**config.mk**
```make
export PLATFORM = sky130hd
export DESIGN_NAME = lane_sprite_engine
export DESIGN_NICKNAME = d
export VERILOG_FILES = /design/src/rtl/race_pkg.sv /design/src/rtl/btn_edge_sync.sv /design/src/rtl/lane_sprite_engine.sv
export SDC_FILE = /design/constraint.sdc
export NUM_CORES = 1
export LEC_CHECK = 0
export BUFFER_PORTS_ARGS = -buffer_cell sky130_fd_sc_hd__buf_4
export CAP_MARGIN = 20
export CORE_MARGIN = 2
export CORE_UTILIZATION = 56
export CTS_BUF_LIST = sky130_fd_sc_hd__clkbuf_4 sky130_fd_sc_hd__clkbuf_8
export CTS_CLUSTER_SIZE = 16
export DETAILED_ROUTE_END_ITERATION = 8
export HOLD_SLACK_MARGIN = 0.05
export PLACE_DENSITY_LB_ADDON = 0.2
export SLEW_MARGIN = 20
export SYNTH_ARGS = -nofsm -noshare
export SYNTH_HDL_FRONTEND = slang
export SYNTH_SLANG_ARGS = --single-unit
```
**constraint.sdc**
```tcl
create_clock -name clk -period 5.8 [get_ports clk]
set_input_delay 0.58 -clock clk [delete_from_list [all_inputs] [get_ports clk]]
set_output_delay 0.58 -clock clk [all_outputs]
set_load 0.01 [all_outputs]
```
**src/rtl/race_pkg.sv**
```systemverilog
// Shared types and constants for the racing display: FSM states, lane geometry, sprite size, colours.
// Latency: none (package only).
// Backpressure: none (package only).
package race_pkg;

    // Car motion states: parked in a lane, or sliding toward the target lane
    typedef enum logic {
        IDLE  = 1'b0,
        SLIDE = 1'b1
    } state_t;

    // Lane geometry defaults in pixels
    localparam int DEF_LANE0_X    = 197;
    localparam int DEF_LANE_PITCH = 82;
    localparam int DEF_CAR_Y      = 357;

    // Car sprite dimensions in pixels
    localparam int DEF_SPRITE_W   = 80;
    localparam int DEF_SPRITE_H   = 121;

    // 3-bit colour codes used by the pixel mux
    localparam logic [2:0] COL_BLACK = 3'd0;
    localparam logic [2:0] COL_ROAD  = 3'd1;
    localparam logic [2:0] COL_LINE  = 3'd2;
    localparam logic [2:0] COL_GRASS = 3'd3;
    localparam logic [2:0] COL_CAR   = 3'd4;

endpackage

```
**src/rtl/btn_edge_sync.sv**
```systemverilog
// Brings a raw asynchronous button level into clk and emits a one-cycle pulse on its rising edge.
// Latency: pulse is high 2 cycles after the button is first sampled high.
// Backpressure: none; every rising edge yields exactly one pulse.
module btn_edge_sync (
    input  logic clk,
    input  logic reset,
    input  logic btn,
    output logic pulse
);

    logic meta;
    logic sync;
    logic prev;

    // Two-flop synchronizer plus a delayed copy for edge detection
    always_ff @(posedge clk) begin
        if (reset) begin
            meta <= 1'b0;
            sync <= 1'b0;
            prev <= 1'b0;
        end else begin
            meta <= btn;
            sync <= meta;
            prev <= sync;
        end
    end

    assign pulse = sync & ~prev;

endmodule

```
**src/rtl/lane_sprite_engine.sv**
```systemverilog
// Player car engine: buttons -> lane requests, per-frame sliding between lanes, registered sprite hit/ROM address.
// Latency: sprite_hit/rom_addr 1 cycle after hcount/vcount; car_x/lane/moving update the cycle after a frame tick.
// Backpressure: a single request is held; button edges arriving while one is pending or while sliding are dropped.
module lane_sprite_engine
    import race_pkg::*;
#(
    parameter int NUM_LANES  = 3,
    parameter int LANE0_X    = DEF_LANE0_X,
    parameter int LANE_PITCH = DEF_LANE_PITCH,
    parameter int CAR_Y      = DEF_CAR_Y,
    parameter int SPRITE_W   = DEF_SPRITE_W,
    parameter int SPRITE_H   = DEF_SPRITE_H,
    parameter int ADDR_W     = 14,
    parameter int STEP       = 2,
    parameter int RESET_LANE = 1,
    parameter int H_ACTIVE   = 640,
    parameter int V_ACTIVE   = 480,
    localparam int LANE_W    = $clog2(NUM_LANES)
) (
    input  logic              clk,
    input  logic              reset,
    input  logic              left,
    input  logic              right,
    input  logic [9:0]        hcount,
    input  logic [9:0]        vcount,
    output logic [ADDR_W-1:0] rom_addr,
    output logic              sprite_hit,
    output logic [LANE_W-1:0] lane,
    output logic [9:0]        car_x,
    output logic              moving
);

    localparam logic [LANE_W-1:0] LAST_LANE = LANE_W'(NUM_LANES - 1);
    localparam logic [LANE_W-1:0] RST_LANE  = LANE_W'(RESET_LANE);
    localparam logic [LANE_W-1:0] ONE_LANE  = LANE_W'(1);
    localparam logic [9:0]        STEP_PX   = 10'(STEP);

    // Left x of the car when parked in lane idx
    function automatic logic [9:0] lane_x(input logic [LANE_W-1:0] idx);
        return 10'(LANE0_X + int'(idx) * LANE_PITCH);
    endfunction

    // One frame of motion: advance by STEP but never overshoot the target
    function automatic logic [9:0] step_toward(input logic [9:0] cur, input logic [9:0] tgt);
        logic [9:0] nxt;
        nxt = cur;
        if (cur < tgt)
            nxt = ((tgt - cur) > STEP_PX) ? cur + STEP_PX : tgt;
        else if (cur > tgt)
            nxt = ((cur - tgt) > STEP_PX) ? cur - STEP_PX : tgt;
        return nxt;
    endfunction

    logic              left_pulse, right_pulse;
    logic              tick;
    logic              pend, pend_dir, pend_clr, go;
    state_t            state_q, state_d;
    logic [LANE_W-1:0] lane_q, lane_d, target_q, target_d;
    logic [9:0]        car_x_q, car_x_d;
    logic              moving_q, moving_d;
    logic              hit_c;
    logic [ADDR_W-1:0] addr_c;
    logic [10:0]       x_end;

    btn_edge_sync u_left  (.clk(clk), .reset(reset), .btn(left),  .pulse(left_pulse));
    btn_edge_sync u_right (.clk(clk), .reset(reset), .btn(right), .pulse(right_pulse));

    // Motion only happens in blanking, after the last visible pixel, so the sprite never tears
    assign tick = (hcount == 10'(H_ACTIVE)) && (vcount == 10'(V_ACTIVE));

    // Hold one lane request; simultaneous left+right edges cancel out
    always_ff @(posedge clk) begin
        if (reset) begin
            pend     <= 1'b0;
            pend_dir <= 1'b0;
        end else if (pend_clr) begin
            pend     <= 1'b0;
        end else if (!pend && !moving_q && (left_pulse ^ right_pulse)) begin
            pend     <= 1'b1;
            pend_dir <= right_pulse;
        end
    end

    // Motion FSM state and car position registers
    always_ff @(posedge clk) begin
        if (reset) begin
            state_q  <= IDLE;
            lane_q   <= RST_LANE;
            target_q <= RST_LANE;
            car_x_q  <= lane_x(RST_LANE);
            moving_q <= 1'b0;
        end else begin
            state_q  <= state_d;
            lane_q   <= lane_d;
            target_q <= target_d;
            car_x_q  <= car_x_d;
            moving_q <= moving_d;
        end
    end

    // Next-state: accept a request on a tick (taking the first step at once), then step every tick until parked
    always_comb begin
        state_d  = state_q;
        lane_d   = lane_q;
        target_d = target_q;
        car_x_d  = car_x_q;
        moving_d = moving_q;
        pend_clr = 1'b0;
        go       = 1'b0;
        case (state_q)
            IDLE: begin
                if (tick && pend) begin
                    pend_clr = 1'b1;
                    if (!pend_dir && lane_q != '0) begin
                        target_d = lane_q - ONE_LANE;
                        go       = 1'b1;
                    end else if (pend_dir && lane_q != LAST_LANE) begin
                        target_d = lane_q + ONE_LANE;
                        go       = 1'b1;
                    end
                end
            end
            SLIDE: begin
                if (tick)
                    go = 1'b1;
            end
            default: state_d = IDLE;
        endcase
        if (go) begin
            car_x_d = step_toward(car_x_q, lane_x(target_d));
            if (car_x_d == lane_x(target_d)) begin
                lane_d   = target_d;
                moving_d = 1'b0;
                state_d  = IDLE;
            end else begin
                moving_d = 1'b1;
                state_d  = SLIDE;
            end
        end
    end

    // Hit window computed at 11 bits so car_x + SPRITE_W cannot wrap at the right edge
    assign x_end = {1'b0, car_x_q} + 11'(SPRITE_W);

    // Combinational hit test and row-exact ROM address for the current raster position
    always_comb begin
        hit_c = ({1'b0, hcount} >= {1'b0, car_x_q}) && ({1'b0, hcount} < x_end) &&
                ({1'b0, vcount} >= 11'(CAR_Y)) && ({1'b0, vcount} < 11'(CAR_Y + SPRITE_H)) &&
                (hcount < 10'(H_ACTIVE)) && (vcount < 10'(V_ACTIVE));
        addr_c = '0;
        if (hit_c)
            addr_c = ADDR_W'(vcount - 10'(CAR_Y)) * ADDR_W'(SPRITE_W) + ADDR_W'(hcount - car_x_q);
    end

    // Register hit and address so they line up with the combinational ROM output
    always_ff @(posedge clk) begin
        if (reset) begin
            sprite_hit <= 1'b0;
            rom_addr   <= '0;
        end else begin
            sprite_hit <= hit_c;
            rom_addr   <= addr_c;
        end
    end

    assign lane   = lane_q;
    assign car_x  = car_x_q;
    assign moving = moving_q;

endmodule

```
Word level (Yosys, flattened, before mapping)
Index checks and enable logic that the tools add are counted.
{"block": "word_totals", "register_bits": 38, "output_inout_bits": 28, "elab_cells": 85}
{"block": "op_classes", "addsub": 11, "mul": 2, "magnitude_cmp": 10, "n_eq_ne": 4, "n_mux": 17, "bitwise_logic": 8, "n_reduce_logical": 19}
{"cell": "$mux 10", "count": 5}
{"cell": "$gt 10x2->1 const B", "count": 2}
{"cell": "$lt 10x9->1 const B", "count": 2}
{"cell": "$sub 10x10->10", "count": 2}
{"cell": "$add 14x14->14", "count": 1}
{"cell": "$mul 14x3->10 const B", "count": 1}
{"cell": "$add 10x7->11 const B", "count": 1}
{"cell": "$logic_and 1x1->1", "count": 11}
{"cell": "$lt 10x11->1", "count": 1}
{"cell": "$sub 10x10->11", "count": 1}
{"cell": "$sub 10x9->11 const B", "count": 1}
{"cell": "$add 10x2->10 const B", "count": 1}
{"cell": "$add 8x9->10 const A", "count": 1}
{"cell": "$eq 10x10->1", "count": 1}
{"cell": "$eq 10x10->1 const B", "count": 1}
{"cell": "$eq 10x9->1 const B", "count": 1}
{"cell": "$ge 10x10->1", "count": 1}
{"cell": "$ge 10x9->1 const B", "count": 1}
{"cell": "$gt 10x10->1", "count": 1}
{"cell": "$lt 10x10->1", "count": 1}
{"cell": "$lt 10x10->1 const B", "count": 1}
{"cell": "$sub 10x2->10 const B", "count": 1}
{"cell": "$mul 2x6->8 const B", "count": 1}
{"cell": "$mux 2", "count": 4}
{"cell": "12 further kinds", "count": 27}

Depth between registers and ports, before layout
Gate-level depths: netlist of the first run.
{"block": "logic_depth", "word_depth": 16, "depth_mapped": 25}

By module
A second synthesis of the first run with hierarchy kept.
{"block": "hier_totals", "cells_unflattened": 650, "area_unflattened_um2": 5012.3}
{"module": "lane_sprite_engine", "instances": 1, "cells_each": 636, "area_per_inst_um2": 4837.1, "seq_area_each_um2": 640.6}
{"module": "btn_edge_sync", "instances": 2, "cells_each": 7, "area_per_inst_um2": 87.6, "seq_area_each_um2": 60.1}

Least setup slack after synthesis of the first run
OpenSTA, ideal clock, no wires.
{"block": "synth_path", "path_kind": "in2reg", "from": "input port vcount[1]", "to": "register lane_q[1], in the netlist lane[1]", "setup_ns": 0.121, "arrival_time_ns": 6.070, "t_required_ns": 5.679, "setup_slack_ns": -0.392, "cell_stages": 23, "path_buffers": 4, "cell_sequence": "nor4b_1 -> nand4_1 -> clkbuf_1 -> o41ai_1 -> mux2_2 -> or2_2 -> clkbuf_1 -> inv_1 -> ha_1 -> clkbuf_1 -> and2_1 -> nand2_1 -> or4_1 -> o2111a_1 -> a22oi_2 -> o2111ai_1 -> buf_2 -> a32oi_1 -> o31ai_1 -> o31a_1 -> or4_4 -> a2111oi_4 -> o21bai_1"}
{"block": "synth_between", "elab_chain_cells": 15, "word_cells_on_any_way": 23, "classes_between": "3 x add/sub; 1 x mul; 4 x order compare; 2 x eq/ne; 10 x mux; 3 x reduce/logical"}
{"element": "start, declared", "line_no": "lane_sprite_engine.sv:25", "rtl": "input logic [9:0] vcount,"}
{"element": "$eq 10x9->1 *", "line_no": "lane_sprite_engine.sv:69", "rtl": "assign tick = (hcount == 10'(H_ACTIVE)) && (vcount == 10'(V_ACTIVE));"}
{"element": "$logic_and 1x1->1 *", "line_no": "lane_sprite_engine.sv:69"}
{"element": "$logic_and 1x1->1 *", "line_no": "lane_sprite_engine.sv:112", "rtl": "if (tick && pend) begin"}
{"element": "$mux 2 *", "line_no": "lane_sprite_engine.sv:112"}
{"element": "$mux 2 *", "line_no": "lane_sprite_engine.sv:110", "rtl": "case (state_q)"}
{"element": "named net target_d[1]", "line_no": "lane_sprite_engine.sv:58", "rtl": "logic [LANE_W-1:0] lane_q, lane_d, target_q, target_d;"}
{"element": "$mul 2x6->8", "line_no": "lane_sprite_engine.sv:40", "rtl": "return 10'(LANE0_X + int'(idx) * LANE_PITCH);"}
{"element": "$add 8x9->10", "line_no": "lane_sprite_engine.sv:40"}
{"element": "$sub 10x10->10", "line_no": "lane_sprite_engine.sv:50", "rtl": "nxt = ((cur - tgt) > STEP_PX) ? cur - STEP_PX : tgt;"}
{"element": "$gt 10x2->1", "line_no": "lane_sprite_engine.sv:50"}
{"element": "$mux 10", "line_no": "lane_sprite_engine.sv:50"}
{"element": "$mux 10", "line_no": "lane_sprite_engine.sv:49", "rtl": "else if (cur > tgt)"}
{"element": "$mux 10", "line_no": "lane_sprite_engine.sv:47", "rtl": "if (cur < tgt)"}
{"element": "$mux 10", "line_no": "lane_sprite_engine.sv:129", "rtl": "if (go) begin"}
{"element": "$eq 10x10->1", "line_no": "lane_sprite_engine.sv:131", "rtl": "if (car_x_d == lane_x(target_d)) begin"}
{"element": "$reduce_and 2->1 (no source line)"}
{"element": "end signal, assigned", "line_no": "lane_sprite_engine.sv:94", "rtl": "lane_q <= lane_d;"}
{"element": "end, declared", "line_no": "lane_sprite_engine.sv:58"}
Mark *: on every way through the listed nets, which the timed path passes. The rest lies on a longest branch. The select of a mux whose other input is x is not followed.
A chain may end at the register's enable or synchronous reset.

Worst setup path after layout of the first run
{"block": "layout_path", "from": "input port hcount[2]", "to": "register lane_q[1], in the netlist lane[1]"}
{"block": "layout_between", "elab_chain_cells": 15, "word_cells_on_any_way": 23, "classes_between": "3 x add/sub; 1 x mul; 4 x order compare; 2 x eq/ne; 10 x mux; 3 x reduce/logical"}
{"element": "start, declared", "line_no": "lane_sprite_engine.sv:24", "rtl": "input logic [9:0] hcount,"}
{"element": "$eq 10x10->1 *", "line_no": "lane_sprite_engine.sv:69"}
{"element": "$logic_and 1x1->1 *", "line_no": "lane_sprite_engine.sv:69"}
{"element": "$logic_and 1x1->1 *", "line_no": "lane_sprite_engine.sv:112"}
{"element": "$mux 2 *", "line_no": "lane_sprite_engine.sv:112"}
{"element": "$mux 2 *", "line_no": "lane_sprite_engine.sv:110"}
{"element": "named net target_d[1]", "line_no": "lane_sprite_engine.sv:58"}
{"element": "$mul 2x6->8", "line_no": "lane_sprite_engine.sv:40"}
{"element": "$add 8x9->10", "line_no": "lane_sprite_engine.sv:40"}
{"element": "$sub 10x10->10", "line_no": "lane_sprite_engine.sv:50"}
{"element": "$gt 10x2->1", "line_no": "lane_sprite_engine.sv:50"}
{"element": "$mux 10", "line_no": "lane_sprite_engine.sv:50"}
{"element": "$mux 10", "line_no": "lane_sprite_engine.sv:49"}
{"element": "$mux 10", "line_no": "lane_sprite_engine.sv:47"}
{"element": "$mux 10", "line_no": "lane_sprite_engine.sv:129"}
{"element": "$eq 10x10->1", "line_no": "lane_sprite_engine.sv:131"}
{"element": "$reduce_and 2->1 (no source line)"}
Marked as above.

==> impl_metrics.env, run 1 <==
export IMPL_nFillCells=701
export IMPL_synth_common_cells="nor2_1 (62), ha_1 (60), nand2_1 (51), inv_1 (47)"
export IMPL_cts_buffers=5
export IMPL_drv_slew=0
export IMPL_cts_sinks=38
export IMPL_relSlewSlack=0.363
export IMPL_placed_cells_incl_taps=911
export IMPL_grt_ovfl_total=0
export IMPL_yosysMostFrequentCell="nor2_1"
export IMPL_ys_seq_area_frac=0.150
export IMPL_path_cells="buf_4 > nor4bb_1 > nand4_1 > buf_4 > o41ai_4 > mux2_4 > or2_4 > inv_2 > ha_1 > buf_4 > buf_4 > xor2_1 > o2111a_1 > nand2_2 > o41ai_4 > o2111ai_1 > buf_4 > buf_12 > o211ai_1 > nand4_1 > o31a_1 > or4_4 > a2111oi_4 > o21bai_1"
export IMPL_min_to="u_right.sync"
export IMPL_clk_latency_ns=0.31
export IMPL_cts_max_level=2
export IMPL_end_kind="flip-flop"
export IMPL_setup_violations=0
export IMPL_clk_pin_slew_ns=0.10
export IMPL_power_frac_clock=0.330
export IMPL_outcome="complete, no violations"
export IMPL_crit_slowest_cell="or4_4"
export IMPL_switching_power_mw=0.285
export IMPL_die_w_um=99.3
export IMPL_critPathKind="in -> reg"
export IMPL_fin_nets=907
export IMPL_synthArstFlopShare=0
export IMPL_reg2reg_depth=24
export IMPL_cp_max_fo=7
export IMPL_num_rows=34
export IMPL_wl_per_cell_um=19.3
export IMPL_grt_usage=0.350
export IMPL_crit_top_cell="buf_4"
export IMPL_worstPathArrival_ns=5.77
export IMPL_startpoint="hcount[2]"
export IMPL_yosysUniqueCellTypes=77
export IMPL_dp_hpwl_mm=13.9
export IMPL_required_ns=5.99
export IMPL_powerDensity_nw_per_um2=131
export IMPL_tightest_slew_ns=0.954
export IMPL_power_frac_seq=0.303
export IMPL_gp_congestion=1.04
export IMPL_grt_start_max_net_pins=26
export IMPL_clock_skew_ns=0.0184
export IMPL_postCtsHoldBufs=0
export IMPL_power_mw=0.877
export IMPL_netlist_area_um2=5080
export IMPL_post_place_ws_ns=-0.262
export IMPL_grt_pass1_vias=5499
export IMPL_areaGrowthSynthToFinish_pct=31.3
export IMPL_antenna_found_initial=0
export IMPL_start_util=0.580
export IMPL_syn_nets=763
export IMPL_reg2reg_from="lane[0]"
export IMPL_max_cap_violations=0
export IMPL_synth_ff_type="dfxtp_1"
export IMPL_fmax_ghz=0.179
export IMPL_p_leak_nw=3.21
export IMPL_setup_ws_ns=0.222
export IMPL_dieArea_um2=9860
export IMPL_synth_top_cell_area_share=0.150
export IMPL_instances_no_fill=928
export IMPL_ys_ff_latch=38
export IMPL_vias=5876
export IMPL_io_pins=52
export IMPL_vias_per_cell=6.33
export IMPL_hp_start="u_right.meta"
export IMPL_drc=0
export IMPL_drt_iter0_markers=456
export IMPL_clockRootBuffer="clkbuf_8"
export IMPL_yosys_area_top_type="dfxtp_1"
export IMPL_port_buffers=51
export IMPL_synth_edff_count=0
export IMPL_max_clock_path_buffers=2
export IMPL_grt_pass1_wl_mm=27.6
export IMPL_finalCritPeriodShare=0.962
export IMPL_hold_viol=0
export IMPL_first_pass_iters=5
export IMPL_period_needed_ns=5.58
export IMPL_startpoint_type="primary input"
export IMPL_ys_top_cells_by_area="dfxtp_1 (15%), ha_1 (15%), xnor2_1 (6.5%)"
export IMPL_p_sw_frac=0.325
export IMPL_core_um2=8760
export IMPL_hold_path_class="reg -> reg"
export IMPL_syn_inst=675
export IMPL_slowest_delay_ns=0.57
export IMPL_yosysWarningCount=0
export IMPL_fp_dieH_um=99.3
export IMPL_n_antenna_cell=0
export IMPL_cts_tree="yes"
export IMPL_ant_nets=0
export IMPL_ir_drop_v=0.000145
export IMPL_worstReg2RegEnd="lane[1]"
export IMPL_p_int_mw=0.592
export IMPL_wirelength_mm=17.9
export IMPL_layout_drive_gt1_share=0.255
export IMPL_combPwrFrac=0.366
export IMPL_hold_path_depth=1
export IMPL_r2r_slack_ns=0.30
export IMPL_avgSynthCellArea_um2=7.53
## through the flow
stage | cell area, um2 | utilization | hold WS [ns] | TNS [ns]
after floorplan | 5090 | - | 0.414 | 0
after global placement | 6310 | 0.720 | 0.416 | -0.322
after detailed placement | 6310 | 0.720 | 0.434 | -0.620
after CTS | 6460 | 0.737 | 0.455 | 0
after global routing | 6680 | 0.762 | 0.461 | -0.0505
final | 6680 | 0.762 | 0.453 | 0
## power groups by stage
stage | combinational (mW) | clock [mW] | sequential [mW]
floorplan | 0.230 | 0 | 0.272
global placement | 0.301 | 0 | 0.272
detailed placement | 0.310 | 0 | 0.272
CTS | 0.313 | 0.287 | 0.266
global route | 0.357 | 0.299 | 0.267
finish | 0.321 | 0.290 | 0.266
## area by class of cell
type                    instances  area, um2  area share
multi-input cells             560       4200       0.628
repair buffers                165       1260       0.189
flip-flops and latches         38        762       0.114
inverters                      49        184      0.0275
well taps                     108        135      0.0202
clock buffers                   5       68.8      0.0103
clock inverters                 3       68.8      0.0103
## worst max-delay path by stage
stage / slack (ns) / cells after the start / to
floorplan: 0.005 / 23 / lane[1]
CTS: 0.006 / 23 / lane[1]
global placement: -0.12 / 25 / lane[1]
finish: 0.22 / 24 / lane[1]
detailed placement: -0.26 / 23 / lane[1]
global route: -0.05 / 24 / lane[1]
## registers in the layout, indices dropped and copies added (netlist names), 2 cells and up
register  count
car_x        10
lane          2
rom_addr     14
target_q      2
## routing by layer
metal  track usage  vias to the layer above  wire (um)
met5             0                        -          0
met2         0.546                      336       7890
met3        0.0604                       75       1790
li1              -                     2752          -
met1         0.495                     2713       7680
met4         0.109                        0        558
## layout by cell type (no fill, tap or decap), types with 7 or more instances in the layout
master and n:
inv_1 46, or3_1 8, o22ai_1 8, nand2b_1 14, a211oi_1 11, nand4_1 10
and3_1 11, buf_4 163, nand3_1 19, o21ai_0 26, nor3_1 17, xor2_1 8
nand2_1 50, o21bai_1 10, a21oi_1 37, mux2i_1 13, a31oi_1 7, nor2_1 62
xnor2_1 38, nor2b_1 17, dfxtp_1 37, ha_1 59, a21o_1 20
## critical path: cells and delay by family
family	cells	cell delay (ns)
AOI/OAI and AO/OA	8	1.99
and+or+nand+nor	6	1.44
buffers and inverters	7	1.01
adders and majority gates	1	0.36
muxes	1	0.21
xor gates and xnor gates	1	0.17
## cells by family after synthesis
group / share of synthesized area
and+or+nand+nor: 0.249
buffers and inverters: 0.0578
AOI/OAI and AO/OA: 0.267
xor gates and xnor gates: 0.0792
adders and majority gates: 0.165
DFF: 0.150
muxes: 0.0327
## timing repair
action,4_1_cts,5_1_grt
pin swaps,0,11
resized for setup,1,27
setup endpoints to repair,1,3
buffers inserted,0,9
Power figures use the tool's default switching activity.
==> run 2, diff against run 1 <==
- SYNTH_HIERARCHICAL: not set -> 1
==> impl_metrics.env, run 2 <==
export IMPL_outcome="complete, no violations"
export IMPL_postCtsHoldBufs=0
export IMPL_wirelength_mm=16.6
export IMPL_yosysMostFrequentCell="ha_1"
export IMPL_cts_buffers=5
export IMPL_slowest_delay_ns=0.42
export IMPL_synth_ff_type="dfxtp_1"
export IMPL_cts_sinks=38
export IMPL_yosys_area_top_type="dfxtp_1"
export IMPL_grt_pass1_vias=5202
export IMPL_core_um2=8720
export IMPL_final_common_cell="buf_4"
export IMPL_relSlewSlack=0.435
export IMPL_grt_start_max_net_pins=22
export IMPL_finalCritPeriodShare=0.943
export IMPL_fmax_ghz=0.183
export IMPL_fp_dieH_um=98.6
export IMPL_crit_slowest_cell="dfxtp_1"
export IMPL_ant_nets=0
export IMPL_drv_slew=0
export IMPL_powerDensity_nw_per_um2=146
export IMPL_fin_setup_tns_ns=0
export IMPL_grt_usage=0.340
export IMPL_ys_top_cells_by_area="dfxtp_1 (15%), ha_1 (15%), xnor2_1 (6.6%)"
export IMPL_clk_latency_ns=0.30
export IMPL_p_leak_nw=2.71
export IMPL_placed_area_um2=5710
export IMPL_dp_hpwl_mm=13.2
export IMPL_clockRootBuffer="clkbuf_8"
export IMPL_yosysUniqueCellTypes=84
export IMPL_die_w_um=98.6
export IMPL_fin_area_um2=5860
export IMPL_syn_nets=738
export IMPL_ys_ff_latch=38
export IMPL_startpoint_type="flip-flop"
export IMPL_areaGrowthSynthToFinish_pct=17.0
export IMPL_largest_reg_flops=14
export IMPL_post_cts_buffers=0
export IMPL_start_util=0.575
export IMPL_antenna_found_initial=0
export IMPL_required_ns=5.99
export IMPL_cts_tree="yes"
export IMPL_vias=5440
export IMPL_fin_nets=809
export IMPL_synth_top_cell_area_share=0.152
export IMPL_grt_pass1_wl_mm=26.7
export IMPL_drc=0
export IMPL_cts_resized=0
export IMPL_synth_edff_count=0
export IMPL_ir_drop_v=0.000186
export IMPL_drt_iter0_markers=385
export IMPL_rsz0062_at_grt="no"
export IMPL_yosysWarningCount=6
export IMPL_fin_hold_ws_ns=0.452
export IMPL_setup_violations=0
export IMPL_clk_pin_slew_ns=0.09
export IMPL_layout_drive_gt1_share=0.184
export IMPL_critPathBufInv=5
export IMPL_end_kind="flip-flop"
export IMPL_synthArstFlopShare=0
export IMPL_cts_max_level=2
export IMPL_regMostFlops="rom_addr"
export IMPL_num_rows=34
export IMPL_hold_viol=0
export IMPL_hold_path_class="reg -> reg"
export IMPL_io_pins=52
export IMPL_dieArea_um2=9720
export IMPL_worstPathArrival_ns=5.67
export IMPL_grt_ovfl_total=0
export IMPL_wl_per_cell_um=20.0
export IMPL_netlist_area_um2=5010
export IMPL_max_clock_path_buffers=2
export IMPL_period_needed_ns=5.47
export IMPL_clock_skew_ns=0.0156
export IMPL_path_delay_family="compound AO/OA/AOI/OAI gates"
export IMPL_max_cap_violations=0
export IMPL_synth_common_cells="ha_1 (60), nor2_1 (58), nand2_1 (50), inv_1 (48)"
export IMPL_vias_per_cell=6.55
export IMPL_avgSynthCellArea_um2=7.71
export IMPL_cp_max_fo=10
export IMPL_critPathKind="reg -> reg"
export IMPL_n_antenna_cell=0
export IMPL_syn_inst=650
export IMPL_gp_congestion=1.07
export IMPL_ys_seq_area_frac=0.152
export IMPL_tightest_slew_ns=0.844
export IMPL_first_pass_iters=5
export IMPL_mostFrequentLayoutCells="buf_4 (88), ha_1 (60), nor2_1 (58)"
export IMPL_port_buffers=51
[run 2: changes by cell type in the layout (fill, tap and decap cells not counted), moves of 4 or more]
cell      previous run  this run
buf_4              163        88
nor4_2               1         5
a21o_1              20        15
o211ai_1             5        11
mux2i_1             13         5
or3_1                8         1
o22ai_1              8         4
o21ai_0             26        33
nor2_1              62        58
and4_1               2         6
a221oi_1             3         8
o21bai_1            10         5
and3_1              11         4
[run 2: path summary, 6_finish.rpt]
| path | from | end | slack, ns | depth (start not counted) |
|---|---|---|---|---|
| worst max-delay path | lane[1] | lane[1] | 0.33 | 25 |
| worst min-delay path | u_right/meta | u_right/sync | 0.45 | 1 |
| worst max register to register | lane[1] | lane[1] | 0.33 | 25 |
| worst min register to register | u_right/meta | u_right/sync | 0.45 | 1 |
[run 2: final cells by class]
class	instances	area [um2]
clock buffer	5	68.8
clock inverter	3	68.8
fill	746	2860
inverter	49	184
multi-input combinational	539	3990
sequential	38	761
tap	108	135
timing repair buffer	88	661
[run 2: per-layer routing]
metal / share of wire / global-route usage / routed length [um] / up-vias
met2: 0.44 / 0.533 / 7340 / 304
li1: - / - / - / 2525
met5: 0 / 0 / 0 / -
met1: 0.43 / 0.470 / 7120 / 2560
met4: 0.029 / 0.110 / 485 / 0
met3: 0.10 / 0.0695 / 1660 / 51
[run 2: cell families (layout without fill, tap and decap cells)]
kind of cell	Yosys count	after routing	share of synthesized area
buffers and inverters	73	145	0.0587
AOI/OAI and AO/OA	190	190	0.273
muxes	10	10	0.0230
adders and majority gates	64	64	0.166
and+or+nand+nor	227	227	0.244
DFF	38	38	0.152
xor gates and xnor gates	48	48	0.0839
[run 2: where the power goes]
group | switching (mW) | leakage [nW] | internal (mW)
clock | 0.107 | 0.0683 | 0.173
sequential | 0.00227 | 0.308 | 0.265
combinational | 0.164 | 2.33 | 0.147
[run 2: stage by stage]
step / setup slack, ns / power, mW / cells / utilization
2_1_floorplan: 0.338 / 0.506 / 650 / -
3_3_place_gp: 0.156 / 0.566 / 822 / 0.654
3_5_place_dp: 0.0718 / 0.578 / 822 / 0.654
4_1_cts: 0.279 / 0.857 / 830 / 0.670
5_1_grt: 0.0189 / 0.902 / 830 / 0.672
6_report: 0.328 / 0.858 / 830 / 0.672
==> run 3, diff against run 2 <==
- ABC_AREA: not set -> 1
==> impl_metrics.env, run 3 <==
export IMPL_outcome="complete, no violations"
export IMPL_fp_dieH_um=94.4
export IMPL_dieArea_um2=8900
export IMPL_grt_pass1_vias=4577
export IMPL_cts_resized=0
export IMPL_worstReg2RegEnd="lane[1]"
export IMPL_antenna_found_initial=0
export IMPL_io_pins=52
export IMPL_gp_congestion=0.985
export IMPL_postCtsHoldBufs=0
export IMPL_n_antenna_cell=0
export IMPL_period_needed_ns=5.04
export IMPL_regMostFlops="rom_addr"
export IMPL_mostFrequentLayoutCells="nand2_1 (148), inv_1 (104), nor2_1 (66)"
export IMPL_first_pass_iters=5
export IMPL_start_util=0.586
export IMPL_critPathKind="reg -> reg"
export IMPL_clk_pin_slew_ns=0.08
export IMPL_ys_top_cells_by_area="dfxtp_1 (17%), ha_1 (16%), nand2_1 (12%)"
export IMPL_synth_top_cell_area_share=0.166
export IMPL_yosys_area_top_type="dfxtp_1"
export IMPL_yosysWarningCount=6
export IMPL_die_w_um=94.4
export IMPL_vias_per_cell=5.60
export IMPL_largest_reg_flops=14
export IMPL_drc=0
export IMPL_crit_slowest_cell="dfxtp_1"
export IMPL_startpoint_type="flip-flop"
export IMPL_clk_latency_ns=0.30
export IMPL_grt_ovfl_total=0
export IMPL_p_leak_nw=2.80
export IMPL_yosysUniqueCellTypes=45
export IMPL_cts_buffers=5
export IMPL_finalCritPeriodShare=0.870
export IMPL_required_ns=6.04
export IMPL_drt_iter0_markers=329
export IMPL_syn_inst=702
export IMPL_vias=4796
export IMPL_syn_nets=790
export IMPL_reg2reg_depth=33
export IMPL_synthArstFlopShare=0
export IMPL_netlist_area_um2=4570
export IMPL_powerDensity_nw_per_um2=163
export IMPL_ys_ff_latch=38
export IMPL_startpoint="lane[0]"
export IMPL_end_kind="flip-flop"
export IMPL_grt_usage=0.299
export IMPL_max_clock_path_buffers=2
export IMPL_fin_setup_tns_ns=0
export IMPL_tightest_slew_ns=0.510
export IMPL_layout_drive_gt1_share=0.137
export IMPL_core_um2=7810
export IMPL_clockRootBuffer="clkbuf_8"
export IMPL_ant_nets=0
export IMPL_cts_max_level=2
export IMPL_dp_hpwl_mm=10.4
export IMPL_wirelength_mm=12.7
export IMPL_hold_path_class="reg -> reg"
export IMPL_max_cap_violations=0
export IMPL_wl_per_cell_um=14.8
export IMPL_fmax_ghz=0.198
export IMPL_ir_drop_v=0.000121
export IMPL_drv_slew=0
export IMPL_nFillCells=704
export IMPL_reg2reg_from="lane[0]"
export IMPL_grt_start_max_net_pins=17
export IMPL_cp_max_fo=8
export IMPL_num_rows=32
export IMPL_yosysMostFrequentCell="nand2_1"
export IMPL_slowest_delay_ns=0.40
export IMPL_cts_sinks=38
export IMPL_rsz0062_at_grt="no"
export IMPL_port_buffers=51
export IMPL_hold_viol=0
export IMPL_cts_tree="yes"
export IMPL_crit_path_end="lane[1]"
export IMPL_areaGrowthSynthToFinish_pct=13.5
export IMPL_fin_nets=841
export IMPL_synth_common_cells="nand2_1 (148), inv_1 (104), nor2_1 (66), ha_1 (60), a21oi_1 (48)"
export IMPL_clock_skew_ns=0.00552
export IMPL_final_common_cell="nand2_1"
export IMPL_worstPathArrival_ns=5.29
export IMPL_post_cts_buffers=0
export IMPL_synth_ff_type="dfxtp_1"
export IMPL_setup_violations=0
export IMPL_grt_pass1_wl_mm=21.5
export IMPL_power_mw=0.846
export IMPL_crit_top_cell="nand2_1"
export IMPL_r2r_slack_ns=0.76
export IMPL_relSlewSlack=0.659
export IMPL_synth_edff_count=0
export IMPL_avgSynthCellArea_um2=6.51
export IMPL_ys_seq_area_frac=0.166
## run 3: cell types whose count changed after synthesis, sizes merged, moves of 10 or more
| cell | change |
|---|---|
| a21o | -11 |
| o211ai | -10 |
| nand3 | +34 |
| nand2 | +109 |
| nor2b | -17 |
| nor3 | -10 |
| clkbuf | -12 |
| inv | +60 |
| nand4 | +11 |
| xnor2 | -24 |
| xor2 | +16 |
| nand2b | -13 |
| nor2 | +16 |
## run 3: critical path, delay by kind of cell, from the launching register on
kind / cells / cell delay [ns]
simple gates: 20 / 2.45
buf+inv: 7 / 0.88
compound gates: 3 / 0.57
fa+ha+maj: 2 / 0.56
flops: 1 / 0.40
xor+xnor: 1 / 0.14
## run 3: worst min path at each step
stage,start,slack [ns],depth (start not counted),end
2_1_floorplan,u_left/meta,0.39,2,u_left/sync
3_3_place_gp,u_right/meta,0.39,2,u_right/sync
3_5_place_dp,u_left/meta,0.40,2,u_left/sync
4_1_cts,u_left/meta,0.41,2,u_left/sync
5_1_grt,u_left/meta,0.45,2,u_left/sync
6_report,u_left/meta,0.41,2,u_left/sync
## run 3: cell type report
type | count | area [um2] | area share
Multi-Input combinational cell | 544 | 3350 | 0.646
Sequential cell | 38 | 761 | 0.147
Inverter | 112 | 420 | 0.0810
Timing Repair Buffer | 52 | 390 | 0.0752
Tap cell | 102 | 128 | 0.0246
Clock buffer | 5 | 68.8 | 0.0133
Clock inverter | 3 | 68.8 | 0.0133
## run 3: routing by layer
layer	part of all wire	GRT usage
met5	0	0
met4	0.021	0.0664
met3	0.081	0.0487
met2	0.44	0.496
met1	0.46	0.411
## run 3: cells by family (layout without fill, tap and decap cells)
logic type	after synthesis	count (layout)	share of synthesized area
compound gates	109	109	0.136
mux	1	1	0.00219
simple gates	330	330	0.337
buf+inv	120	172	0.100
xor+xnor	40	40	0.0766
flops	38	38	0.166
fa+ha+maj	64	64	0.182
## run 3: where the power goes
part,switching [mW],internal (mW)
sequential,0.00132,0.265
clock,0.105,0.172
combinational,0.171,0.131
## run 3: stage by stage
step                setup WS [ns]  utilization  cell area (um2)  hold slack [ns]  cells
CTS                         0.852        0.665             5190            0.411    856
global route                0.335        0.665             5190            0.447    856
finish                      0.756        0.665             5190            0.409    856
floorplan                    1.69            -             4570            0.388    702
detailed placement          0.651        0.647             5050            0.397    848
global placement            0.832        0.647             5050            0.392    848
